**src/rtl/res_mem_ctrl_if.sv**
```systemverilog
// Request/grant and read-return bundle between the result RAM
// arbiter and its two clients (datapath writer, host reader).
`ifndef ADDR_WIDTH
`define ADDR_WIDTH 7
`endif
`ifndef DATA_WIDTH
`define DATA_WIDTH 32
`endif
`ifndef TOTAL_ADDR
`define TOTAL_ADDR 128
`endif

interface res_mem_ctrl_if #(
    parameter int ADDR_WIDTH = `ADDR_WIDTH,
    parameter int DATA_WIDTH = `DATA_WIDTH
);
    logic                  wr_req;
    logic [ADDR_WIDTH-1:0] wr_addr;
    logic [DATA_WIDTH-1:0] wr_data;
    logic                  wr_gnt;
    logic                  rd_req;
    logic [ADDR_WIDTH-1:0] rd_addr;
    logic                  rd_gnt;
    logic                  rd_valid;
    logic [DATA_WIDTH-1:0] rd_data;

    // Client side: raises requests, receives grants and read data
    modport master (
        output wr_req, wr_addr, wr_data, rd_req, rd_addr,
        input  wr_gnt, rd_gnt, rd_valid, rd_data
    );

    // Arbiter side
    modport slave (
        input  wr_req, wr_addr, wr_data, rd_req, rd_addr,
        output wr_gnt, rd_gnt, rd_valid, rd_data
    );
endinterface

```
**src/rtl/res_mem_ctrl.sv**
```systemverilog
// Arbiter and sequencer for the single-port result RAM. Shares the RAM
// port between the datapath writer and the host reader (round-robin on
// contention) and runs a self-timed sweep that zeroes every word.
`ifndef ADDR_WIDTH
`define ADDR_WIDTH 7
`endif
`ifndef DATA_WIDTH
`define DATA_WIDTH 32
`endif
`ifndef TOTAL_ADDR
`define TOTAL_ADDR 128
`endif

module res_mem_ctrl #(
    parameter int ADDR_WIDTH = `ADDR_WIDTH,
    parameter int DATA_WIDTH = `DATA_WIDTH,
    parameter int TOTAL_ADDR = `TOTAL_ADDR
) (
    input  logic                  clock,
    input  logic                  reset,
    res_mem_ctrl_if.slave         bus,
    input  logic                  clr_start,
    output logic                  busy,
    output logic                  clr_done,
    output logic [ADDR_WIDTH-1:0] ram_address,
    output logic [DATA_WIDTH-1:0] ram_data,
    output logic                  ram_wren,
    input  logic [DATA_WIDTH-1:0] ram_q
);
    typedef enum logic {SERVE = 1'b0, CLEAR = 1'b1} state_t;

    localparam logic [ADDR_WIDTH-1:0] CNT_LAST = ADDR_WIDTH'(TOTAL_ADDR - 1);

    state_t                state, state_nxt;
    logic [ADDR_WIDTH-1:0] cnt, cnt_nxt;
    logic                  last_rd, last_rd_nxt;  // 1: read won the last contended cycle
    logic                  clr_done_nxt;
    logic                  wr_gnt, rd_gnt;
    logic                  vld_p1, vld_p2;

    // State, sweep counter, round-robin flag and done pulse
    always_ff @(posedge clock or posedge reset) begin
        if (reset) begin
            state    <= SERVE;
            cnt      <= '0;
            last_rd  <= 1'b1;
            clr_done <= 1'b0;
        end else begin
            state    <= state_nxt;
            cnt      <= cnt_nxt;
            last_rd  <= last_rd_nxt;
            clr_done <= clr_done_nxt;
        end
    end

    // Arbitration, sweep sequencing and RAM port mux
    always_comb begin
        state_nxt    = state;
        cnt_nxt      = cnt;
        last_rd_nxt  = last_rd;
        clr_done_nxt = 1'b0;
        wr_gnt       = 1'b0;
        rd_gnt       = 1'b0;
        busy         = 1'b0;
        ram_address  = '0;
        ram_data     = '0;
        ram_wren     = 1'b0;
        unique case (state)
            SERVE: begin
                // On a tie, write wins unless it won the previous tie
                if (!reset) begin
                    if (bus.wr_req && (!bus.rd_req || last_rd)) begin
                        wr_gnt = 1'b1;
                    end else if (bus.rd_req) begin
                        rd_gnt = 1'b1;
                    end
                end
                if (bus.wr_req && bus.rd_req) begin
                    last_rd_nxt = rd_gnt;
                end
                if (wr_gnt) begin
                    ram_address = bus.wr_addr;
                    ram_data    = bus.wr_data;
                    ram_wren    = 1'b1;
                end else if (rd_gnt) begin
                    ram_address = bus.rd_addr;
                end
                if (clr_start) begin
                    state_nxt = CLEAR;
                    cnt_nxt   = '0;
                end
            end
            CLEAR: begin
                busy        = 1'b1;
                ram_address = cnt;
                ram_wren    = !reset;
                cnt_nxt     = cnt + 1'b1;
                if (cnt == CNT_LAST) begin
                    state_nxt    = SERVE;
                    cnt_nxt      = '0;
                    clr_done_nxt = 1'b1;
                end
            end
            default: state_nxt = SERVE;
        endcase
    end

    // Read-return valid pipe: stage 1 = address in RAM, stage 2 = q valid
    always_ff @(posedge clock or posedge reset) begin
        if (reset) begin
            vld_p1 <= 1'b0;
            vld_p2 <= 1'b0;
        end else begin
            vld_p1 <= rd_gnt;
            vld_p2 <= vld_p1;
        end
    end

    assign bus.wr_gnt   = wr_gnt;
    assign bus.rd_gnt   = rd_gnt;
    assign bus.rd_valid = vld_p2;
    assign bus.rd_data  = ram_q;
endmodule

```
**src/flat_wrapper.sv**
```systemverilog
// flat-port wrapper written by rule: the top's interface ports become plain ports
module res_mem_ctrl_flat 
#(
    parameter int ADDR_WIDTH = `ADDR_WIDTH,
    parameter int DATA_WIDTH = `DATA_WIDTH,
    parameter int TOTAL_ADDR = `TOTAL_ADDR
)
  (clock, reset, clr_start, busy, clr_done, ram_address, ram_data, ram_wren, ram_q, bus_wr_req, bus_wr_addr, bus_wr_data, bus_rd_req, bus_rd_addr, bus_wr_gnt, bus_rd_gnt, bus_rd_valid, bus_rd_data);
  res_mem_ctrl_if #(.ADDR_WIDTH(ADDR_WIDTH), .DATA_WIDTH(DATA_WIDTH)) bus_i ();
  input  logic clock;
  input  logic reset;
  input  logic clr_start;
  output logic busy;
  output logic clr_done;
  output logic [ADDR_WIDTH-1:0] ram_address;
  output logic [DATA_WIDTH-1:0] ram_data;
  output logic ram_wren;
  input  logic [DATA_WIDTH-1:0] ram_q;
  input wire logic [$bits(bus_i.wr_req)-1:0] bus_wr_req;
  input wire logic [$bits(bus_i.wr_addr)-1:0] bus_wr_addr;
  input wire logic [$bits(bus_i.wr_data)-1:0] bus_wr_data;
  input wire logic [$bits(bus_i.rd_req)-1:0] bus_rd_req;
  input wire logic [$bits(bus_i.rd_addr)-1:0] bus_rd_addr;
  output wire logic [$bits(bus_i.wr_gnt)-1:0] bus_wr_gnt;
  output wire logic [$bits(bus_i.rd_gnt)-1:0] bus_rd_gnt;
  output wire logic [$bits(bus_i.rd_valid)-1:0] bus_rd_valid;
  output wire logic [$bits(bus_i.rd_data)-1:0] bus_rd_data;
  assign bus_i.wr_req = bus_wr_req;
  assign bus_i.wr_addr = bus_wr_addr;
  assign bus_i.wr_data = bus_wr_data;
  assign bus_i.rd_req = bus_rd_req;
  assign bus_i.rd_addr = bus_rd_addr;
  assign bus_wr_gnt = bus_i.wr_gnt;
  assign bus_rd_gnt = bus_i.rd_gnt;
  assign bus_rd_valid = bus_i.rd_valid;
  assign bus_rd_data = bus_i.rd_data;
  res_mem_ctrl #(.ADDR_WIDTH(ADDR_WIDTH), .DATA_WIDTH(DATA_WIDTH), .TOTAL_ADDR(TOTAL_ADDR)) u_core (.clock(clock), .reset(reset), .bus(bus_i), .clr_start(clr_start), .busy(busy), .clr_done(clr_done), .ram_address(ram_address), .ram_data(ram_data), .ram_wren(ram_wren), .ram_q(ram_q));
endmodule
```
**config.mk**
```make
export PLATFORM = sky130hd
export DESIGN_NAME = res_mem_ctrl_flat
export DESIGN_NICKNAME = d
export VERILOG_FILES = /design/src/rtl/res_mem_ctrl_if.sv /design/src/rtl/res_mem_ctrl.sv /design/src/flat_wrapper.sv
export SDC_FILE = /design/constraint.sdc
export NUM_CORES = 1
export LEC_CHECK = 0
export ABC_AREA = 1
export CORE_ASPECT_RATIO = 1.2
export CORE_MARGIN = 1
export CORE_UTILIZATION = 29
export CTS_BUF_LIST = sky130_fd_sc_hd__clkbuf_8
export DETAILED_ROUTE_END_ITERATION = 12
export PLACE_DENSITY = 0.95
export SLEW_MARGIN = 20
export SYNTH_ARGS = -nofsm -noshare
export SYNTH_HDL_FRONTEND = slang
export SYNTH_SLANG_ARGS = --single-unit
```
**constraint.sdc**
```tcl
create_clock -name clock -period 4.45 [get_ports clock]
set_input_delay 0.89 -clock clock [delete_from_list [all_inputs] [get_ports clock]]
set_output_delay 0.89 -clock clock [all_outputs]
set_load 0.005 [all_outputs]
```
# Word-level counts from Yosys, hierarchy flattened
# Index checks and enable logic that the tools add are counted.
classes:
  addsub: 1
  eq_ne: 2
  muxes: 25
  bitwise_logic: 1
  n_reduce_logical: 6
op_table:
  columns: ["cell", "n"]
  rows:
  - ["32-bit 2-to-1 mux", 2]
  - ["7-bit 2-to-1 mux", 4]
  - ["7-bit case mux with 2 select lines", 2]
  - ["1-bit 2-to-1 mux", 15]
  - ["7-bit by 1-bit adder with 7-bit output (second input constant)", 1]
  - ["7-bit equality test (second input constant)", 1]
  - ["1-bit case mux with 2 select lines", 2]
  - ["1-bit logical AND", 2]
  - ["1-bit zero test", 2]
  - ["2-bit != test (second input constant)", 1]
  - ["2-bit AND reduction", 1]
  - ["1-bit logical OR", 1]
  - ["1-bit NOT", 1]
totals:
  regBits: 12
  inputBits: 83
  elab_cells: 41

# Longest topological paths before layout
depth:
  ltp_word: 9
  depth_mapped: 7
  ltp_nobuf: 6

# Least setup slack after synthesis
# No wires, ideal clock.
synth_timing:
  path_type: "input port to output port"
  startpoint: "input port bus_rd_req"
  endpoint: "output port ram_data[10]"
  t_arrival_ps: 1505
  t_required_ps: 3560
  path_slack_ps: 2055
  path_stages: 6
  n_path_buf: 1
  cell_sequence: "nand2_2 -> nand2_4 -> nor2_8 -> nand2_4 -> buf_6 -> nor2_1"
synth_via:
  elab_chain_cells: 8
synth_rtl:
  columns: ["item", "line", "text"]
  rows:
  - ["start: declaration", "flat_wrapper.sv:22", "input wire logic [$bits(bus_i.rd_req)-1:0] bus_rd_req;"]
  - ["1-bit zero test", "res_mem_ctrl.sv:72", "if (bus.wr_req && (!bus.rd_req || last_rd)) begin"]
  - ["1-bit logical OR", "res_mem_ctrl.sv:72", null]
  - ["1-bit logical AND", "res_mem_ctrl.sv:72", null]
  - ["1-bit 2-to-1 mux", "res_mem_ctrl.sv:72", null]
  - ["1-bit 2-to-1 mux", "res_mem_ctrl.sv:71", "if (!reset) begin"]
  - ["1-bit 2-to-1 mux", "res_mem_ctrl.sv:68", "unique case (state)"]
  - ["32-bit 2-to-1 mux", "res_mem_ctrl.sv:81", "if (wr_gnt) begin"]
  - ["32-bit 2-to-1 mux", "res_mem_ctrl.sv:68", null]
  - ["end: declaration", "flat_wrapper.sv:16", "output logic [DATA_WIDTH-1:0] ram_data;"]
# No other way between the ends. The select of a mux whose other input is x is not followed.

# Worst setup path after layout
layout_timing:
  startpoint: "input port bus_rd_req"
  endpoint: "output port ram_data[19]"
# Same word-level chain as after synthesis.

==> results by group <==
Status
  • Status: completed

Synthesis
  • Most area-consuming cells after synthesis: dfrtp_1 21%, buf_4 18%, inv_1 12%, nand3_1 11%, nor2_1 9.2%
  • Post-synth top area cell: dfrtp_1
  • Post-Syn Nets: slightly below 300
  • Sequential-to-total area share from yosys stat: 23.17%
  • Yosys top cell area share: 21.15%
  • Synth unique cells: 19
  • Synthesis Warnings: 0
  • Mean Syn Cell Area: 6.348 µm²
  • Post-synthesis cell count: 205
  • Flops & latches, synth: 12
  • Post-Syn Area: 1301 µm²

Detailed routing
  • Initial DRC Count: 58
  • Final ANT Viol Nets: 0
  • Drt drc: 0
  • Uppermost layer routed: met4
  • 1st-pass router iterations: 4
  • Met3 Routed Length: 583 µm
  • Routed met1 length: 2.010 mm
  • Vias per cell: roughly 4.6
  • DR WL met2: 1.994 mm
  • Drt wl/cell: between 10 and 15 µm
  • Vias: 1476
  • Total Wirelength: 4.688 mm

GRT
  • Antenna violations before repair: 0
  • GRT Total Usage: about a fifth
  • First-pass GRT wire length: a little over 7 mm
  • Vias in the first global route: 1371
  • Largest net degree at the start of global routing: 34
  • Total gr overflow: 0

Placed design
  • IO buf count: 95
  • Detailed placement HPWL: between 3 and 4 mm
  • Final GP Congestion: approximately 0.90
  • Placed insts: 319

Floorplanning
  • Row count: 26
  • Initial Util: 30.30%
  • DIE AREA: 4760 µm²
  • X dimension of the die: about 63 µm
  • Core Region: 4294 µm²
  • Die height: 75.38 µm
  • Top Ports: 160

Clock network
  • Num CTS Buffers: 3
  • Max Buffers Root-to-Sink: 2
  • Resize count post-CTS: 0
  • CTS H-Tree Depth: 1
  • Postcts setup bufs: 0
  • Clock Sinks: 12
  • Hold buffer count at CTS: 0
  • CTS tree: done
  • Root buf cell: clkbuf_8
  • Clk_lat worst skew: 250 ps
  • Clock input transition at the sequential cells of the worst setup and hold paths: 50 ps

Finish
  • N_diodes: 0
  • Register area: roughly 300 µm²
  • Fillers: 427
  • Most frequent cells in the layout: 95 x clkdlybuf4s50_1, 40 x inv_1, 32 x nor2_1
  • Area grow syn2layout: 61.06%
  • Multi-input gate area: 560.5 µm²
  • Share of cells above drive strength 1: 7.865%
  • Fin cells: 323
  • Commonest non-fill, non-tap cell in the layout: clkdlybuf4s50_1
  • Nets: approximately 350

Timing
  • Minimum clock period: 3801 ps
  • Endpoints failing setup: 0
  • Final setup TNS: 0 ps
  • Crit share post-route: 85.42%
  • Final hold vios: 0
  • F_max: 263.1 MHz
  • RSZ-0062 raised after global routing: false
  • Slew @ Worst Pin: 514.9 ps
  • Worst Skew: between 6 and 7 ps
  • Slew HR: between 60% and 70%
  • Final Slew Violations: 0

Power and ir drop
  • LEAKAGE: 1.013 nW
  • VDD IR max: 0.0002414 V
  • Pwr per Cell Area: about 300 nW/µm²

Critical path
  • Crit path capture type: output port
  • Slowest stage delay, CP: approximately 570 ps
  • Kind of critical path: primary input to output port
  • Critical Path Fanout Max: 33
  • CP max stage cell: clkdlybuf4s50_1
  • Cell family with most CP delay: buffers and inverters
  • Arr. time, crit path: 2910 ps
  • WP buf/inv: 2
  • Critical Path RT: 3560 ps
  • Crit-path cells: clkdlybuf4s50_1, nand2_2, nand2_4, nor2_8, nand2_4, nor2_1, clkdlybuf4s50_1
  • Critical path startpoint category: primary input

Hold path
  • HP Class: flip-flop to flip-flop

Run
  • Max-Cap Viols: 0
[per-stage QoR]
step | util [%] | hold slack (ps) | instance area (µm²) | total power, mW | setup WS, ps
4_1_cts | 48.81 | 354.1 | 2096 | 0.6235 | 665.2
3_3_place_gp | 47.52 | 335.9 | 2041 | 0.4846 | 725.5
3_5_place_dp | 47.52 | 343.5 | 2041 | 0.4981 | 681.3
2_1_floorplan | - | 331.2 | 1301 | 0.3626 | 2055
6_report | 48.81 | 351.8 | 2096 | 0.6273 | 648.9
5_1_grt | 48.81 | 366.7 | 2096 | 0.6800 | 525.6
[cells in the mapped netlist]
cell	n
nand2_2	1
dfstp_2	1
nand2_4	2
buf_4	32
nor2_2	11
buf_6	3
nand4_1	1
dfrtp_1	11
ha_1	1
inv_1	40
xnor2_1	1
nand3_1	29
nand2_1	27
xor2_1	1
o21ai_0	4
nor2_8	1
buf_2	3
a21oi_1	4
nor2_1	32
[cell families (layout without fill, tap and decap cells)]
group / count (synthesis) / count (layout) / synth area share (%)
simple gates: 104 / 104 / 37.69
buf+inv: 78 / 140 / 33.75
flops: 12 / 12 / 23.17
compound gates: 8 / 8 / 3.077
xor+xnor: 2 / 2 / 1.346
fa+ha+maj: 1 / 1 / 0.9614
[metal layers]
metal / GRT usage [%] / vias to the layer above
met5: 0 / -
met4: 8.269 / 0
met3: 7.635 / 7
met2: 30.23 / 120
met1: 25.14 / 646
li1: - / 703
[state kept, by name, indices dropped and copies added (netlist names)]
register,count
u_core.state,1
u_core.clr_done,1
u_core.vld_p1,1
u_core.bus.rd_valid,1
u_core.last_rd,1
u_core.cnt,7
[final timing paths]
| kind | start | end | slack, ps | cells past startpoint |
|---|---|---|---|---|
| setup / recovery | bus_rd_req | ram_data[19] | 650 | 7 |
| hold reg to reg | u_core.vld_p1 | u_core.bus.rd_valid | 350 | 0 |
| hold / removal | u_core.vld_p1 | u_core.bus.rd_valid | 350 | 0 |
| min in group asynchronous | reset | u_core.cnt[4] | 1220 | 3 |
| setup reg to reg | u_core.state | u_core.last_rd | 2980 | 3 |
| max in group asynchronous | reset | u_core.last_rd | 3010 | 3 |
[cell type report]
cell class	instances	share of cell area (%)
timing repair buffer	96	45.73
multi-input combinational	115	26.75
sequential	12	14.39
inverter	40	7.164
tap	56	3.343
clock buffer	4	2.627
[power breakdown]
| part | switching [mW] | internal, mW | total (mW) |
|---|---|---|---|
| clock | 0.0435 | 0.0783 | 0.122 |
| combinational | 0.132 | 0.165 | 0.297 |
| sequential | 0.0615 | 0.147 | 0.208 |
| total | 0.237 | 0.390 | 0.627 |
Power figures use the tool's default switching activity.
==> patch: new RTL, config.mk and constraints unchanged <==
`DATA_WIDTH`: 32 -> 40.
--- a/src/rtl/res_mem_ctrl_if.sv
+++ b/src/rtl/res_mem_ctrl_if.sv
@@ -5,5 +5,5 @@
 `endif
 `ifndef DATA_WIDTH
-`define DATA_WIDTH 32
+`define DATA_WIDTH 40
 `endif
 `ifndef TOTAL_ADDR
Interface: changed (resized bus_rd_data, bus_wr_data, ram_data and ram_q); port bits go from 160 to 192. The function was not compared with the original's and may differ.
==> patch against the original RTL <==
Utilization rose by 0.68 points; global-route usage rose by 1.6 points; sequential cell count stayed put; power rose by 0.58%; synthesized area is 9.2% higher; routed wire length up 25%; setup slack better by 0.0017 ns; die area increased by 9.0%; final cell count grew 9.6%; design area grew 10%; largest power group unchanged.
==> patch: results (changes against the original RTL) <==
Run status
  • Status: finished, final reports clean

STA
  • Slew margin rel.: 0.688 (+0.0313)
  • Worst Skew: 0.00535 ns (-0.00120 ns)

Setup path
  • Crit-path max cell delay: 0.55 ns (-0.02 ns)
  • Slowest-stage cell, CP: clkdlybuf4s50_1
  • R2r worst-path depth: 4 (+1)
  • Reg2reg end: u_core.cnt[3]
  • CP startpoint: bus_rd_req
  • Worst R2R Setup Slack: 3.08 ns (+0.10 ns)
  • Reg-to-reg startpoint: u_core.cnt[0]
  • Crit path capture: ram_data[27]
  • Delay-heaviest family, CP: buffers and inverters
  • CP Data Arrival Time: 2.91 ns (about the same)
  • Largest fanout on the critical path: 41 (+24%)

Synthesis
  • Cell variety after synth: 20 (+1)
  • Commonest cells post-synth: inv_1 (47), buf_4 (40), nor2_1 (39), nand3_1 (27), nand2_1 (26)
  • Seq/Total Area, Yosys: 0.212 (-0.0196)
  • Area contributors post-synth: buf_4 (21%), dfrtp_1 (19%), inv_1 (12%)
  • Syn_nets: 327 (+13%)
  • Synth Flop Type: dfrtp_1
  • Synth warnings: 0 (unchanged)
  • Ys async rst share: 1.00 (unchanged)

Power and ir drop
  • P_leak: 1.11 nW (+9.5%)
  • Peak supply drop: 0.000274 V (+13%)

GRT
  • Largest net degree at the start of global routing: 42 (+24%)
  • First-pass GRT wire length: 8.26 mm (+17%)
  • Vias in the first global route: 1543 (+13%)
  • Initial antenna violation count: 0 (unchanged)
  • GRT Overall Usage: 0.214 (+0.0158)

Placed design
  • HPWL after DPL: 4.80 mm (+30%)
  • Routability cong.: 0.896 (-0.72%)
  • Buffers on Ports: 111 (+17%)

Final layout
  • Layout cell share with drive strength beyond 1: 0.0709 (-0.00771)
  • Max reg flops: 7 (unchanged)
  • ANT cells: 0 (unchanged)
  • Largest register by flop count: u_core.cnt
  • Nets: 397 (+13%)

Clock tree
  • Num CTS Buffers: 3 (unchanged)
  • Post-CTS Setup Inserts: 0 (unchanged)
  • Root Buffer: clkbuf_8
  • Clock transition at path regs: 0.05 ns (about the same)
  • CTS-repair resized insts: 0 (unchanged)
  • Clk buf depth: 2 (unchanged)

Min path
  • Tightest Hold Check Type: reg -> reg

Route
  • Drt pass-1 iters: 4 (unchanged)
  • WL final: 5.84 mm (+25%)
  • First-iteration detailed-routing DRC count: 85 (+47%)
  • Via density: 4.53 (-0.91%)
==> patch: cell type report <==
type                       instances  area, um^2
multi-input combinational        121         583
clock buffer                       4        55.1
inverter                          47         176
timing repair buffer             112        1120
fill                             482        2350
sequential                        12         302
tap                               58        72.6
==> patch: how the worst min path moves through the flow <==
stage                                     end           from  cells after the start  slack, ns
final                     u_core.bus.rd_valid  u_core.vld_p1                      0       0.36
after global routing      u_core.bus.rd_valid  u_core.vld_p1                      0       0.36
after CTS                 u_core.bus.rd_valid  u_core.vld_p1                      0       0.36
after detailed placement  u_core.bus.rd_valid  u_core.vld_p1                      0       0.35
after global placement    u_core.bus.rd_valid  u_core.vld_p1                      0       0.33
after floorplan           u_core.bus.rd_valid  u_core.vld_p1                      0       0.33
==> patch: per-layer routing <==
metal  vias to the layer above  part of all wire  global-route usage
li1                        767                 -                   -
met5                         -                 0                   0
met4                         0             0.011              0.0522
met2                       126              0.41               0.308
met1                       701              0.41               0.270
met3                         9              0.17               0.124
==> patch: report_power, final <==
| part | switching (mW) | internal [mW] | leakage [nW] |
|---|---|---|---|
| sequential | 0.0562 | 0.147 | 0.144 |
| clock | 0.0464 | 0.0785 | 0.0288 |
| combinational | 0.133 | 0.170 | 0.937 |
==> patch: through the flow <==
stage,instances,setup WS [ns],util,instance area (um^2)
floorplan,227,2.05,-,1420
global placement,350,0.719,0.483,2250
detailed placement,350,0.670,0.483,2250
CTS,354,0.654,0.495,2310
global route,354,0.542,0.495,2310
finish,354,0.651,0.495,2310
==> patch: cells by family (layout without fill, tap and decap cells) <==
family	Yosys count	in the layout	share of synthesized area
simple gates	108	108	0.354
buf+inv	94	163	0.378
flops	12	12	0.212
compound gates	10	10	0.0352
xor+xnor	2	2	0.0123
fa+ha+maj	1	1	0.00880
